$ cat config.mk
export PLATFORM = sky130hd
export DESIGN_NAME = dram_cycle_arbiter
export DESIGN_NICKNAME = d
export VERILOG_FILES = /design/src/rtl/dram_pkg.sv /design/src/rtl/dram_refresh_timer.sv /design/src/rtl/dram_cycle_arbiter.sv
export SDC_FILE = /design/constraint.sdc
export NUM_CORES = 1
export LEC_CHECK = 0
export CORE_UTILIZATION = 30
export CTS_CLUSTER_DIAMETER = 200
export DETAILED_ROUTE_END_ITERATION = 8
export PLACE_DENSITY_LB_ADDON = 0.2
export SYNTH_ARGS = -nofsm -noshare
export SYNTH_HDL_FRONTEND = slang
export SYNTH_SLANG_ARGS = --single-unit
$ cat constraint.sdc
create_clock -name xtal_in -period 3.16 [get_ports xtal_in]
set_clock_uncertainty 0.2 [all_clocks]
set_input_delay 0.79 -clock xtal_in [delete_from_list [all_inputs] [get_ports xtal_in]]
set_output_delay 0.79 -clock xtal_in [all_outputs]
set_load 0.01 [all_outputs]
$ cat src/rtl/dram_pkg.sv
// Shared types and machine-cycle phase numbers for the DRAM cycle arbiter.
package dram_pkg;

    typedef enum logic [1:0] {
        IDLE    = 2'd0,
        CPU     = 2'd1,
        DMA     = 2'd2,
        REFRESH = 2'd3
    } owner_e;

    localparam logic [3:0] PH_FIRST   = 4'd1;
    localparam logic [3:0] PH_RAS_ON  = 4'd2;
    localparam logic [3:0] PH_CAS_ON  = 4'd4;
    localparam logic [3:0] PH_WE_ON   = 4'd5;
    localparam logic [3:0] PH_WE_OFF  = 4'd7;
    localparam logic [3:0] PH_RAS_OFF = 4'd8;
    localparam logic [3:0] PH_LATCH   = 4'd8;
    localparam logic [3:0] PH_ACK     = 4'd9;
    localparam logic [3:0] PH_LAST    = 4'd10;

endpackage

$ cat src/rtl/dram_refresh_timer.sv
// Refresh interval timer, saturating refresh backlog, refresh row counter
// and sticky backlog-overflow flag.
module dram_refresh_timer #(
    parameter int unsigned ROW_W          = 8,
    parameter int unsigned REFRESH_CYCLES = 64
) (
    input  logic             xtal_in,
    input  logic             init_n,
    input  logic             tick,
    input  logic             grant,
    input  logic             row_inc,
    output logic [1:0]       pending,
    output logic [ROW_W-1:0] row,
    output logic             refresh_miss
);

    localparam int unsigned     TMR_W    = $clog2(REFRESH_CYCLES);
    localparam logic [TMR_W-1:0] TMR_LAST = TMR_W'(REFRESH_CYCLES - 1);

    logic [TMR_W-1:0] timer_q, timer_d;
    logic [1:0]       pending_q, pending_d;
    logic [ROW_W-1:0] row_q, row_d;
    logic             miss_q, miss_d;
    logic             wrap;

    always_comb begin
        timer_d   = timer_q;
        pending_d = pending_q;
        row_d     = row_q;
        miss_d    = miss_q;
        wrap      = 1'b0;
        if (tick) begin
            if (timer_q == TMR_LAST) begin
                timer_d = '0;
                wrap    = 1'b1;
            end else begin
                timer_d = timer_q + TMR_W'(1);
            end
        end
        // A wrap coinciding with a grant leaves the backlog unchanged.
        if (wrap && pending_q == 2'd3) begin
            miss_d = 1'b1;
        end
        if (wrap && !grant && pending_q != 2'd3) begin
            pending_d = pending_q + 2'd1;
        end else if (grant && !wrap) begin
            pending_d = pending_q - 2'd1;
        end
        if (row_inc) begin
            row_d = row_q + ROW_W'(1);
        end
    end

    always_ff @(posedge xtal_in or negedge init_n) begin
        if (!init_n) begin
            timer_q   <= '0;
            pending_q <= 2'd0;
            row_q     <= '0;
            miss_q    <= 1'b0;
        end else begin
            timer_q   <= timer_d;
            pending_q <= pending_d;
            row_q     <= row_d;
            miss_q    <= miss_d;
        end
    end

    assign pending      = pending_q;
    assign row          = row_q;
    assign refresh_miss = miss_q;

endmodule

$ cat src/rtl/dram_cycle_arbiter.sv
// Grants each 10-phase machine cycle to CPU, DMA, refresh or idle and drives
// the multiplexed DRAM interface with registered strobes.
module dram_cycle_arbiter
    import dram_pkg::*;
#(
    parameter int unsigned ADDR_W         = 16,
    parameter int unsigned ROW_W          = 8,
    parameter int unsigned DATA_W         = 8,
    parameter int unsigned REFRESH_CYCLES = 64
) (
    input  logic              xtal_in,
    input  logic              init_n,
    input  logic [3:0]        t_num,
    input  logic              cpu_req,
    input  logic              cpu_we,
    input  logic [ADDR_W-1:0] cpu_addr,
    input  logic [DATA_W-1:0] cpu_wdata,
    output logic              cpu_ack,
    input  logic              dma_req,
    input  logic              dma_we,
    input  logic [ADDR_W-1:0] dma_addr,
    input  logic [DATA_W-1:0] dma_wdata,
    output logic              dma_ack,
    output logic [DATA_W-1:0] rdata,
    output logic [ROW_W-1:0]  ram_a,
    output logic              ram_ras_n,
    output logic              ram_cas_n,
    output logic              ram_we_n,
    output logic [DATA_W-1:0] ram_dout,
    output logic              ram_dout_oe,
    input  logic [DATA_W-1:0] ram_din,
    output logic              refresh_miss
);

    owner_e            owner_q, owner_d;
    logic              synced_q, synced_d;
    logic              cyc_we_q, cyc_we_d;
    logic [ADDR_W-1:0] cyc_addr_q, cyc_addr_d;
    logic [DATA_W-1:0] cyc_wdata_q, cyc_wdata_d;
    logic              ras_n_q, ras_n_d, cas_n_q, cas_n_d, we_n_q, we_n_d;
    logic              oe_q, oe_d, cpu_ack_q, cpu_ack_d, dma_ack_q, dma_ack_d;
    logic [ROW_W-1:0]  ram_a_q, ram_a_d;
    logic [DATA_W-1:0] ram_dout_q, ram_dout_d, rdata_q, rdata_d;

    logic              tick, ref_grant, row_inc;
    logic [1:0]        pending;
    logic [ROW_W-1:0]  row;
    logic              t_valid, is_mem;
    logic [3:0]        ph_next;

    assign t_valid = (t_num >= PH_FIRST) && (t_num <= PH_LAST);
    assign ph_next = (t_num == PH_LAST) ? PH_FIRST : t_num + 4'd1;

    dram_refresh_timer #(
        .ROW_W          (ROW_W),
        .REFRESH_CYCLES (REFRESH_CYCLES)
    ) u_timer (
        .xtal_in      (xtal_in),
        .init_n       (init_n),
        .tick         (tick),
        .grant        (ref_grant),
        .row_inc      (row_inc),
        .pending      (pending),
        .row          (row),
        .refresh_miss (refresh_miss)
    );

    always_comb begin
        owner_d     = owner_q;
        synced_d    = synced_q;
        cyc_we_d    = cyc_we_q;
        cyc_addr_d  = cyc_addr_q;
        cyc_wdata_d = cyc_wdata_q;
        ras_n_d     = 1'b1;
        cas_n_d     = 1'b1;
        we_n_d      = 1'b1;
        oe_d        = 1'b0;
        cpu_ack_d   = 1'b0;
        dma_ack_d   = 1'b0;
        ram_a_d     = ram_a_q;
        ram_dout_d  = ram_dout_q;
        rdata_d     = rdata_q;
        tick        = 1'b0;
        ref_grant   = 1'b0;
        row_inc     = 1'b0;
        is_mem      = 1'b0;
        if (!t_valid) begin
            synced_d = 1'b0;
        end else begin
            if (t_num == PH_LAST) begin
                synced_d = 1'b1;
                tick     = 1'b1;
                if (pending >= 2'd2) begin
                    owner_d   = REFRESH;
                    ref_grant = 1'b1;
                end else if (dma_req) begin
                    owner_d     = DMA;
                    cyc_we_d    = dma_we;
                    cyc_addr_d  = dma_addr;
                    cyc_wdata_d = dma_wdata;
                end else if (cpu_req) begin
                    owner_d     = CPU;
                    cyc_we_d    = cpu_we;
                    cyc_addr_d  = cpu_addr;
                    cyc_wdata_d = cpu_wdata;
                end else if (pending != 2'd0) begin
                    owner_d   = REFRESH;
                    ref_grant = 1'b1;
                end else begin
                    owner_d = IDLE;
                end
            end else if (!synced_q) begin
                owner_d = IDLE;
            end
            if (synced_q && t_num == PH_LATCH) begin
                row_inc = (owner_q == REFRESH);
                if ((owner_q == CPU || owner_q == DMA) && !cyc_we_q) begin
                    rdata_d = ram_din;
                end
            end
            // Strobe levels for the phase being entered.
            is_mem = (owner_d == CPU) || (owner_d == DMA);
            if (owner_d != IDLE) begin
                if (ph_next < PH_CAS_ON) begin
                    ram_a_d = (owner_d == REFRESH) ? row : cyc_addr_d[ROW_W-1:0];
                end else if (is_mem) begin
                    ram_a_d = cyc_addr_d[ADDR_W-1:ROW_W];
                end
                ras_n_d = !(ph_next >= PH_RAS_ON && ph_next <= PH_RAS_OFF);
            end
            if (is_mem) begin
                cas_n_d = !(ph_next >= PH_CAS_ON && ph_next <= PH_RAS_OFF);
                if (cyc_we_d) begin
                    we_n_d = !(ph_next >= PH_WE_ON && ph_next <= PH_WE_OFF);
                    if (ph_next >= PH_CAS_ON && ph_next <= PH_RAS_OFF) begin
                        oe_d       = 1'b1;
                        ram_dout_d = cyc_wdata_d;
                    end
                end
                if (ph_next == PH_ACK) begin
                    cpu_ack_d = (owner_d == CPU);
                    dma_ack_d = (owner_d == DMA);
                end
            end
        end
    end

    always_ff @(posedge xtal_in or negedge init_n) begin
        if (!init_n) begin
            owner_q     <= IDLE;
            synced_q    <= 1'b0;
            cyc_we_q    <= 1'b0;
            cyc_addr_q  <= '0;
            cyc_wdata_q <= '0;
            ras_n_q     <= 1'b1;
            cas_n_q     <= 1'b1;
            we_n_q      <= 1'b1;
            oe_q        <= 1'b0;
            cpu_ack_q   <= 1'b0;
            dma_ack_q   <= 1'b0;
            ram_a_q     <= '0;
            ram_dout_q  <= '0;
            rdata_q     <= '0;
        end else begin
            owner_q     <= owner_d;
            synced_q    <= synced_d;
            cyc_we_q    <= cyc_we_d;
            cyc_addr_q  <= cyc_addr_d;
            cyc_wdata_q <= cyc_wdata_d;
            ras_n_q     <= ras_n_d;
            cas_n_q     <= cas_n_d;
            we_n_q      <= we_n_d;
            oe_q        <= oe_d;
            cpu_ack_q   <= cpu_ack_d;
            dma_ack_q   <= dma_ack_d;
            ram_a_q     <= ram_a_d;
            ram_dout_q  <= ram_dout_d;
            rdata_q     <= rdata_d;
        end
    end

    assign cpu_ack     = cpu_ack_q;
    assign dma_ack     = dma_ack_q;
    assign rdata       = rdata_q;
    assign ram_a       = ram_a_q;
    assign ram_ras_n   = ras_n_q;
    assign ram_cas_n   = cas_n_q;
    assign ram_we_n    = we_n_q;
    assign ram_dout    = ram_dout_q;
    assign ram_dout_oe = oe_q;

endmodule

==> flow_metrics.py, run 1 <==
metrics = {
    "power": {
        "power.switching_uw": 845,
        "p_seq_frac": 0.410,
        "power_density_nw_per_um2": 582,
        "p_int_mw": 2.31,
        "total_power_mw": 3.16,
        "power_frac_comb": 0.270,
        "cellLeakagePower_nw": 2.25,
        "irDropWorstVdd_mv": 0.353,
        "p_sw_frac": 0.268,
        "clock_power_share": 0.319,
    },
    "global_route": {
        "antenna_found_initial": 0,
        "overflow": 0,
        "grt_pass1_wl_um": 15900,
        "grt_pass1_vias": 3129,
        "grt_use_total": 0.159,
        "grt_max_degree": 45,
    },
    "yosys": {
        "syn_inst": 350,
        "syn-cell-area_um2": 3860,
        "synth_largest_area_cell": "dfrtp_1",
        "ys_seq_area_frac": 0.488,
        "avgSynthCellArea_um2": 11.0,
        "synth_top_cells_by_area": "dfrtp_1 47%, a22oi_1 3.5%, a31oi_1 3.2%",
        "ys_warn_count": 0,
        "synth-async-reset-ratio": 1.00,
        "yosys-top-cells-count": "72 x dfrtp_1, 24 x nand2_1, 20 x a31oi_1",
        "synth_edf_count": 0,
        "synth_cell_types": 51,
        "yosys.cell_count.top_type": "dfrtp_1",
        "synth_flop_cell": "dfrtp_1",
        "synth_top_area_share": 0.467,
        "synth_seq_cells": 75,
        "synth_fp_nets": 423,
    },
    "clock_network": {
        "h-tree-depth": 3,
        "ctsResizeCount": 0,
        "clk_latency_ns": 0.33,
        "cts_tree": "done",
        "path_clk_slew_ns": 0.06,
        "clkSinkCount": 75,
        "postCtsSetupRepairBufs": 0,
        "cts_hold_buf": 0,
        "cts_buffer_depth": 2,
        "cts_buffers": 9,
        "cts_root_buffer": "clkbuf_16",
    },
    "timing": {
        "setup_viol": 0,
        "tightest_slew_ns": 1.01,
        "hold_viol": 0,
        "max_freq_ghz": 0.342,
        "timing.final.crit_share": 0.926,
        "grt_setup_unrepaired": "no",
        "slew_violations": 0,
        "period_minus_slack_ns": 2.93,
        "maxSlewHeadroom": 0.324,
    },
    "floorplanning": {
        "die_area_um2": 13300,
        "core_um2": 12600,
        "ios": 97,
        "dieHeight_um": 115,
        "initial_core_util": 0.307,
        "rows": 41,
        "dieWidth_um": 115,
    },
    "run_status": {
        "outcome": "completed",
    },
    "finish": {
        "area_growth_pct": 40.6,
        "fin_util": 0.431,
        "drive_above_1_share": 0.159,
        "antennaDiodeCount": 0,
        "finalNonFillerCells": 638,
        "nets": 534,
        "final_area_um2": 5420,
    },
    "route": {
        "avgViaCountPerCell": 4.94,
        "antenna_left": 0,
        "route.detailed.drc": 0,
        "wl_per_cell_um": 15.7,
        "wirelength_um": 10000,
        "first_pass_iters": 4,
        "vias": 3152,
        "dr.first_iter.drc_count": 149,
    },
    "worst_setup_path": {
        "critPathLaunchType": "input pin",
        "cp.arrival_ns": 2.94,
        "setup.worst_path.end_class": "flop",
        "worstPathRequired_ns": 3.17,
        "critPathMaxFanout": 9,
        "path_class": "in -> reg",
    },
    "placed_design": {
        "gp_congestion": 0.771,
        "hpwl_um": 7550,
        "placed_cells": 622,
        "placed_cell_area_um2": 5120,
        "numPortBuffers": 96,
    },
    "run": {
        "maxCapViolCount": 0,
    },
    "min_path": {
        "hold_class": "in -> async",
    },
}
## per-layer routing
metal / vias to the layer above / part of all wire / global-route usage
met4: 0 / 0.021 / 0.0615
met1: 1533 / 0.46 / 0.204
met5: - / 0 / 0
met3: 15 / 0.046 / 0.0369
li1: 1520 / - / -
met2: 84 / 0.47 / 0.259
## final cells by class
cell class,count,area [um^2]
Clock inverter,5,52.6
Timing Repair Buffer,126,1220
Multi-Input combinational cell,244,1790
Inverter,5,18.8
Tap cell,172,215
Fill cell,1218,7150
Clock buffer,11,243
Sequential cell,75,1880
## through the flow
| step | setup WS (ns) | TNS (ns) | hold slack, ns |
|---|---|---|---|
| finish | 0.234 | 0 | 0.259 |
| global placement | -0.0802 | -1.04 | 0.255 |
| floorplan | 0.0410 | 0 | 0.237 |
| CTS | 0.202 | 0 | 0.276 |
| detailed placement | -0.143 | -2.12 | 0.260 |
| global route | 0.0550 | 0 | 0.294 |
## worst max-delay path, stage by stage
cell	delay, ns
clkdlybuf4s50_1	0.54
inv_1	0.06
a211oi_1	0.22
o21ai_0	0.17
ha_1	0.35
nor2_2	0.15
nand2b_1	0.09
nand2b_4	0.23
mux2_4	0.32
## power by group through the flow
stage          Combinational (mW)  Sequential (mW)  Clock [mW]
6_report                    0.853             1.29        1.01
5_1_grt                     0.929             1.32        1.08
4_1_cts                     0.863             1.29        1.04
3_5_place_dp                0.858             1.31           0
3_3_place_gp                0.841             1.31           0
2_1_floorplan               0.353             1.34           0
## final timing paths
check	startpoint	to	slack, ns	cells after the start
worst max-delay path	cpu_req	ram_dout[6]	0.23	9
worst min-delay path	init_n	u_timer.timer_q[4]	0.26	1
worst max register to register	u_timer.pending[1]	ram_dout[6]	0.79	8
worst min register to register	u_timer.row[7]	u_timer.row[7]	0.27	1
max in group asynchronous	init_n	ram_a[2]	1.91	2
min in group xtal_in	u_timer.row[7]	u_timer.row[7]	0.27	1
## kinds of logic (layout without fill, tap and decap cells)
family	after synthesis	after routing	synth area share
muxes	18	18	0.0600
buffers and inverters	31	147	0.0500
DFF	75	75	0.488
AOI/OAI and AO/OA	107	107	0.206
and+or+nand+nor	101	101	0.148
adders and majority gates	7	7	0.0227
xor gates and xnor gates	11	11	0.0250
## placed cells by master (no fill, tap or decap), types with 4 or more instances in the layout
master / synthesis / routed
a21oi_1: 9 / 9
nor2b_1: 18 / 18
inv_1: 5 / 5
o21ai_0: 10 / 10
dfrtp_1: 72 / 72
ha_1: 7 / 7
mux2_2: 9 / 9
nor3_1: 4 / 4
nand2_1: 24 / 24
xnor2_1: 8 / 8
o2bb2ai_1: 8 / 8
nand4_1: 5 / 5
a22oi_1: 18 / 18
a221o_1: 8 / 8
buf_4: 0 / 28
o21ai_1: 5 / 5
clkdlybuf4s50_1: 0 / 95
clkbuf_16: 0 / 9
o211ai_1: 7 / 7
nor2_1: 17 / 16
mux2_4: 8 / 8
o31ai_1: 5 / 5
nand3_1: 6 / 6
a31oi_1: 20 / 19
a32o_1: 8 / 8
nand2b_1: 10 / 10
## sequential cells by signal (all words and copies together), names as in the netlist, 2 cells and up
register	count
rdata	8
cyc_wdata_q	8
ram_a	8
owner_q	2
ram_dout	8
u_timer.pending	2
u_timer.timer_q	6
u_timer.row	8
cyc_addr_q	16
(Power assumes the default switching activity.)
==> inputs of run 2 (changes only) <==
- CAP_MARGIN: unset -> 20
- GPL_ROUTABILITY_DRIVEN: unset -> 0
==> results of run 2 <==
Final layout, timing and power as in run 1 (identical DEF).
